==> src/rtl/controlador_busca_param_if.sv <==
// Handshake/status bundle between the search controller and its host and evaluators.
// The controller binds the slave modport; the host side binds master.
interface controlador_busca_param_if #(
    parameter int ITER_WIDTH = 16
);
    logic                  iniciar_in;
    logic                  abortar_in;
    logic                  tem_ativo_in;
    logic                  aa_pronto_in;
    logic                  lvv_pronto_in;
    logic                  caminho_pronto_in;
    logic                  lido_in;

    logic                  aguardando_out;
    logic                  iniciar_out;
    logic                  atualizar_classificacao_out;
    logic                  atualizar_buffer_out;
    logic                  expandir_out;
    logic                  construir_caminho_out;
    logic                  caminho_pronto_out;
    logic                  erro_out;
    logic [ITER_WIDTH-1:0] iter_count_out;
    logic [2:0]            estado_out;

    // Level handshakes: every *_pronto_in / lido_in is sampled on the rising clk edge
    // and acted on only in the state that waits for it; no ready back-pressure exists.
    modport master (
        output iniciar_in, abortar_in, tem_ativo_in, aa_pronto_in,
               lvv_pronto_in, caminho_pronto_in, lido_in,
        input  aguardando_out, iniciar_out, atualizar_classificacao_out,
               atualizar_buffer_out, expandir_out, construir_caminho_out,
               caminho_pronto_out, erro_out, iter_count_out, estado_out
    );

    modport slave (
        input  iniciar_in, abortar_in, tem_ativo_in, aa_pronto_in,
               lvv_pronto_in, caminho_pronto_in, lido_in,
        output aguardando_out, iniciar_out, atualizar_classificacao_out,
               atualizar_buffer_out, expandir_out, construir_caminho_out,
               caminho_pronto_out, erro_out, iter_count_out, estado_out
    );
endinterface

==> src/rtl/controlador_busca_param.sv <==
// Search sequencer: init, evaluate active nodes, expand, build path, report.
// Define CONTROLADOR_BUSCA_WATCHDOG_EN to stop in ERRO after MAX_ITER expansions.
module controlador_busca_param #(
    parameter int ITER_WIDTH = 16,
    parameter int MAX_ITER   = 1000
) (
    input  logic                     clk,
    input  logic                     rst,
    controlador_busca_param_if.slave bus
);

    typedef enum logic [2:0] {
        S_IDLE               = 3'd0,
        S_INICIALIZAR        = 3'd1,
        S_TEM_ATIVO          = 3'd2,
        S_ERRO               = 3'd3,
        S_ATUALIZAR_BUFFER   = 3'd4,
        S_EXPANDIR_ATUALIZAR = 3'd5,
        S_CONSTRUIR_CAMINHO  = 3'd6,
        S_PRONTO             = 3'd7
    } state_t;

    localparam logic [ITER_WIDTH-1:0] ITER_SAT = '1;
    localparam logic [ITER_WIDTH-1:0] ITER_ONE = ITER_WIDTH'(1);
`ifdef CONTROLADOR_BUSCA_WATCHDOG_EN
    localparam logic [ITER_WIDTH-1:0] ITER_LIMIT = ITER_WIDTH'(MAX_ITER);
`endif

    if (ITER_WIDTH < 4 || ITER_WIDTH > 32) begin : g_bad_iter_width
        $error("ITER_WIDTH out of range 4..32");
    end
    if (MAX_ITER < 1 || longint'(MAX_ITER) > ((longint'(1) << ITER_WIDTH) - 1)) begin : g_bad_max_iter
        $error("MAX_ITER out of range 1..2^ITER_WIDTH-1");
    end

    state_t                state_q, state_d;
    logic [ITER_WIDTH-1:0] iter_count_q, iter_count_d;
    logic                  expandir_q, expandir_d;

    always_ff @(posedge clk or posedge rst) begin
        if (rst) begin
            state_q      <= S_IDLE;
            iter_count_q <= '0;
            expandir_q   <= 1'b0;
        end else begin
            state_q      <= state_d;
            iter_count_q <= iter_count_d;
            expandir_q   <= expandir_d;
        end
    end

    always_comb begin
        state_d      = state_q;
        iter_count_d = iter_count_q;
        // The expand strobe is the state decode pushed one cycle later.
        expandir_d   = (state_q == S_EXPANDIR_ATUALIZAR);
        if (bus.abortar_in) begin
            state_d = S_IDLE;
        end else if (bus.iniciar_in) begin
            state_d      = S_INICIALIZAR;
            iter_count_d = '0;
        end else begin
            case (state_q)
                S_INICIALIZAR: begin
                    if (bus.tem_ativo_in && bus.aa_pronto_in) state_d = S_TEM_ATIVO;
                end
                S_TEM_ATIVO: begin
                    if (bus.aa_pronto_in) begin
                        if (bus.tem_ativo_in) begin
`ifdef CONTROLADOR_BUSCA_WATCHDOG_EN
                            if (iter_count_q == ITER_LIMIT) begin
                                state_d = S_ERRO;
                            end else
`endif
                            begin
                                state_d = S_ATUALIZAR_BUFFER;
                                if (iter_count_q != ITER_SAT) iter_count_d = iter_count_q + ITER_ONE;
                            end
                        end else begin
                            state_d = S_CONSTRUIR_CAMINHO;
                        end
                    end
                end
                S_ATUALIZAR_BUFFER: begin
                    if (bus.aa_pronto_in) state_d = S_EXPANDIR_ATUALIZAR;
                end
                // A coincident aa_pronto_in is ignored here; TEM_ATIVO samples it afresh.
                S_EXPANDIR_ATUALIZAR: begin
                    if (bus.lvv_pronto_in) state_d = S_TEM_ATIVO;
                end
                S_CONSTRUIR_CAMINHO: begin
                    if (bus.caminho_pronto_in) state_d = S_PRONTO;
                end
                S_PRONTO, S_ERRO: begin
                    if (bus.lido_in) state_d = S_IDLE;
                end
                default: ;
            endcase
        end
    end

    always_comb begin
        bus.aguardando_out              = (state_q == S_IDLE);
        bus.iniciar_out                 = (state_q == S_INICIALIZAR);
        bus.atualizar_classificacao_out = (state_q == S_TEM_ATIVO) ||
                                          (bus.iniciar_in && !bus.abortar_in);
        bus.atualizar_buffer_out        = (state_q == S_ATUALIZAR_BUFFER) && bus.aa_pronto_in;
        bus.expandir_out                = expandir_q;
        bus.construir_caminho_out       = (state_q == S_CONSTRUIR_CAMINHO);
        bus.caminho_pronto_out          = (state_q == S_PRONTO);
`ifdef CONTROLADOR_BUSCA_WATCHDOG_EN
        bus.erro_out                    = (state_q == S_ERRO);
`else
        bus.erro_out                    = 1'b0;
`endif
        bus.iter_count_out              = iter_count_q;
        bus.estado_out                  = state_q;
    end

endmodule

==> src/flat_wrapper.sv <==
// flat-port wrapper written by rule: the top's interface ports become plain ports
module controlador_busca_param_flat 
#(
    parameter int ITER_WIDTH = 16,
    parameter int MAX_ITER   = 1000
)
  (clk, rst, bus_iniciar_in, bus_abortar_in, bus_tem_ativo_in, bus_aa_pronto_in, bus_lvv_pronto_in, bus_caminho_pronto_in, bus_lido_in, bus_aguardando_out, bus_iniciar_out, bus_atualizar_classificacao_out, bus_atualizar_buffer_out, bus_expandir_out, bus_construir_caminho_out, bus_caminho_pronto_out, bus_erro_out, bus_iter_count_out, bus_estado_out);
  controlador_busca_param_if #(.ITER_WIDTH(ITER_WIDTH)) bus_i ();
  input  logic clk;
  input  logic rst;
  input wire logic [$bits(bus_i.iniciar_in)-1:0] bus_iniciar_in;
  input wire logic [$bits(bus_i.abortar_in)-1:0] bus_abortar_in;
  input wire logic [$bits(bus_i.tem_ativo_in)-1:0] bus_tem_ativo_in;
  input wire logic [$bits(bus_i.aa_pronto_in)-1:0] bus_aa_pronto_in;
  input wire logic [$bits(bus_i.lvv_pronto_in)-1:0] bus_lvv_pronto_in;
  input wire logic [$bits(bus_i.caminho_pronto_in)-1:0] bus_caminho_pronto_in;
  input wire logic [$bits(bus_i.lido_in)-1:0] bus_lido_in;
  output wire logic [$bits(bus_i.aguardando_out)-1:0] bus_aguardando_out;
  output wire logic [$bits(bus_i.iniciar_out)-1:0] bus_iniciar_out;
  output wire logic [$bits(bus_i.atualizar_classificacao_out)-1:0] bus_atualizar_classificacao_out;
  output wire logic [$bits(bus_i.atualizar_buffer_out)-1:0] bus_atualizar_buffer_out;
  output wire logic [$bits(bus_i.expandir_out)-1:0] bus_expandir_out;
  output wire logic [$bits(bus_i.construir_caminho_out)-1:0] bus_construir_caminho_out;
  output wire logic [$bits(bus_i.caminho_pronto_out)-1:0] bus_caminho_pronto_out;
  output wire logic [$bits(bus_i.erro_out)-1:0] bus_erro_out;
  output wire logic [$bits(bus_i.iter_count_out)-1:0] bus_iter_count_out;
  output wire logic [$bits(bus_i.estado_out)-1:0] bus_estado_out;
  assign bus_i.iniciar_in = bus_iniciar_in;
  assign bus_i.abortar_in = bus_abortar_in;
  assign bus_i.tem_ativo_in = bus_tem_ativo_in;
  assign bus_i.aa_pronto_in = bus_aa_pronto_in;
  assign bus_i.lvv_pronto_in = bus_lvv_pronto_in;
  assign bus_i.caminho_pronto_in = bus_caminho_pronto_in;
  assign bus_i.lido_in = bus_lido_in;
  assign bus_aguardando_out = bus_i.aguardando_out;
  assign bus_iniciar_out = bus_i.iniciar_out;
  assign bus_atualizar_classificacao_out = bus_i.atualizar_classificacao_out;
  assign bus_atualizar_buffer_out = bus_i.atualizar_buffer_out;
  assign bus_expandir_out = bus_i.expandir_out;
  assign bus_construir_caminho_out = bus_i.construir_caminho_out;
  assign bus_caminho_pronto_out = bus_i.caminho_pronto_out;
  assign bus_erro_out = bus_i.erro_out;
  assign bus_iter_count_out = bus_i.iter_count_out;
  assign bus_estado_out = bus_i.estado_out;
  controlador_busca_param #(.ITER_WIDTH(ITER_WIDTH), .MAX_ITER(MAX_ITER)) u_core (.clk(clk), .rst(rst), .bus(bus_i));
endmodule
==> config.mk <==
export PLATFORM = sky130hd
export DESIGN_NAME = controlador_busca_param_flat
export DESIGN_NICKNAME = d
export VERILOG_FILES = /design/src/rtl/controlador_busca_param_if.sv /design/src/rtl/controlador_busca_param.sv /design/src/flat_wrapper.sv
export SDC_FILE = /design/constraint.sdc
export NUM_CORES = 1
export LEC_CHECK = 0
export CORE_UTILIZATION = 49
export DETAILED_ROUTE_END_ITERATION = 12
export PLACE_DENSITY = 0.77
export SLEW_MARGIN = 20
export SYNTH_ARGS = -nofsm -noshare
export SYNTH_HDL_FRONTEND = slang
export SYNTH_SLANG_ARGS = --single-unit
==> constraint.sdc <==
create_clock -name clk -period 2.6 [get_ports clk]
set_clock_uncertainty 0.05 [all_clocks]
set_input_delay 0.52 -clock clk [delete_from_list [all_inputs] [get_ports clk]]
set_output_delay 0.52 -clock clk [all_outputs]
set_load 0.01 [all_outputs]
==> results.md <==
* IO buf count at 34
* Net Count, Synth at 174
* TritonRoute pass-1 iters at 4
* CP Class: register to primary output
* Register bit total from synthesis at 20
* Antenna violations before repair at 0
* Max Clk Rate at 0.4052 GHz
* Register area share after synthesis at 35.21%
* Chip Width at 55.86 um
* Hold Fails Final Rpt at 0
* EDFF count, synth at 0
* IO Pins at 36
* CP Capture Type: primary output
* Post-route ant nets at 0
* R2r worst-path depth at 7
* Yosys top cell by area: dfrtp_1
* Total of warnings raised by yosys at 0
* Lkg Pwr at 0.7834 nW
* Synthesized netlist cell count at 159
* Ys async rst share at 100.0%
* Post-CTS Setup Inserts at 0
* Top-area cell type share of the netlist area at 35.21%
* CTS sink count at 20
* Largest net degree at the start of global routing at 21
* Core area at 2758 um2
* Switching Share at 27.47%
* Worst EP required at 2.03 ns
* Synth area leaders: dfrtp_1, ha_1, nand2_1
* Clock slew at reported path FFs at 0.12 ns
* Peak VDD IR at 0.0002836 V
* Power share of the clock group at 31.1%
* Maxcap violations at 0
* Int Power at 0.4525 mW
* H-tree level count at 1
* WP data arrival at 1.90 ns
* DPL Wire Length at 2385 um
* Psw at 0.1714 mW
* Non-Filler Instances at 225
* First-pass GRT wire length at 5706 um
* Final worst path period share at 94.91%
* Fin crit period at 2.468 ns
* Filler instances at 226
* Share of cells above drive strength 1 at 10.82%
* Final setup fails at 0
* Ys flop type: dfrtp_1
* DRC Markers at 0
* Setup TNS at 0 ns
* Routability cong. at 0.7965
* Tightest Pin Transition at 0.7843 ns
* Initial Util at 51.54%
* WL final at 3293 um
* Netlist cell types at 50
* Longest Clk Path Bufs at 2
* Hold buffers post-CTS at 0
* N_diodes at 0
* Area growth syn-to-layout at 29.23%
* HP Class: register to register
* Critical-path top delay cell: clkdlybuf4s50_1
* Critical path's most frequent cell: inv_1
* WL/cell at 14.64 um
* Die Y at 55.86 um
* Max-slew violation count at 0
* Hold path cells at 1
* Post-Syn Area at 1421 um2
* Grt ovf at 0
* Final #Nets at 210
* GRT Overall Usage at 23.23%
* Post-Syn Area per Cell at 8.939 um2
* Initial drt markers at 33
* CP peak stage delay at 0.53 ns
* Crit path max fanout at 7
* Gate power share at 17.9%
* CP startpoint kind: register
* Pwr dens at 339.6 nW/um2
* Via density at 5.756
* CTS tree: built
* Clk root buf: clkbuf_4
* Clock latency on the worst-skew pair at 0.32 ns
* Max_slew headroom at 47.66%
* Vias at 1295
* Pwr Total at 0.6238 mW
* Outcome: complete, no violations
* Placed cells at 221
* Crit-path cells: inv_1, ha_2, nand2_1, inv_1, clkdlybuf4s50_1
* Total die area at 3120 um2
* Vias in the first global route at 1247
* Row cnt at 19
* TritonCTS buffer count at 3
* Worst hold slack at 0.4633 ns
* Seq pwr share at 51.0%
## cells in the final DEF, fill, tap and decap left out, types with 4 or more instances in the layout
| cell | count |
|---|---|
| a21oi_1 | 6 |
| and2_1 | 5 |
| and3_1 | 5 |
| and4_1 | 4 |
| clkdlybuf4s50_1 | 33 |
| dfrtp_1 | 20 |
| ha_1 | 4 |
| inv_1 | 11 |
| nand2_1 | 19 |
| nand3_1 | 9 |
| nand4_1 | 4 |
| nor2_1 | 5 |
| o21ai_0 | 10 |
| xor2_1 | 4 |
## state kept, by name (all words and copies together), names as in the netlist
register                   count
u_core.bus.expandir_out        1
u_core.bus.iter_count_out     16
u_core.bus.estado_out          3
## metrics by stage
stage,setup slack [ns],cell area (um2),util (%)
2_1_floorplan,0.6408,1421,-
3_3_place_gp,0.2286,1793,65.02
3_5_place_dp,0.2016,1793,65.02
4_1_cts,0.002472,1832,66.42
5_1_grt,-0.0005811,1837,66.61
6_report,0.1322,1837,66.61
## worst paths after layout
path	startpoint	to	slack (ns)
setup / recovery	u_core.bus.estado_out[0]	bus_construir_caminho_out	0.13
hold / removal	u_core.bus.iter_count_out[7]	u_core.bus.iter_count_out[7]	0.46
setup reg to reg	u_core.bus.estado_out[0]	u_core.bus.estado_out[0]	0.54
hold reg to reg	u_core.bus.iter_count_out[7]	u_core.bus.iter_count_out[7]	0.46
max in group asynchronous	rst	u_core.bus.iter_count_out[7]	1.44
min in group asynchronous	rst	u_core.bus.iter_count_out[8]	0.58
## metal layers
metal	up-vias	GRT usage (%)	part of all wire, %
li1	640	-	-
met1	610	28.85	45
met2	40	40.10	49
met3	5	3.488	3.4
met4	0	10.10	1.9
met5	-	0	0
## power by group through the flow
stage	Clock [mW]	Sequential [mW]	Combinational [mW]
after floorplan	0	0.324	0.0673
after global placement	0	0.324	0.109
after detailed placement	0	0.324	0.111
after CTS	0.198	0.319	0.112
after global routing	0.212	0.319	0.122
final	0.194	0.318	0.111
## area by class of cell
cell class	count	area, um2	area share, %
sequential	20	500.5	27.25
tap	31	38.79	2.112
inverter	11	41.29	2.248
clock buffer	4	36.28	1.975
multi-input combinational	122	854.6	46.53
timing repair buffer	37	365.4	19.89
## repair_timing
| action | 4_1_cts | 5_1_grt |
|---|---|---|
| endpoints found under the hold margin | 0 | 0 |
| gates cloned | 0 | 0 |
| resized for setup | 1 | 2 |
| setup endpoints to repair | 1 | 3 |
## kinds of logic after synthesis
logic type / synth area share [%]
simple gates: 31.60
compound gates: 16.99
flops: 35.21
buf+inv: 5.018
fa+ha+maj: 5.282
xor+xnor: 2.465
mux: 3.169
other cells: 0.2638
## Yosys cell counts (3+ instances only)
| library cell | instances |
|---|---|
| inv_1 | 11 |
| and4_1 | 4 |
| dfrtp_1 | 20 |
| ha_1 | 6 |
| o21ai_0 | 10 |
| and3_1 | 5 |
| nor2b_1 | 3 |
| and2_1 | 5 |
| a21oi_1 | 6 |
| o2111ai_1 | 3 |
| xor2_1 | 4 |
| mux2i_1 | 3 |
| nor2_1 | 5 |
| nand2_1 | 19 |
| nand4_1 | 4 |
| nand3_1 | 9 |
## worst max-delay path, delay by kind of cell (launching register included)
family | cells | cell delay (ns)
buf+inv | 3 | 0.75
flops | 1 | 0.47
fa+ha+maj | 1 | 0.27
simple gates | 1 | 0.09
(Power assumes the default switching activity.)
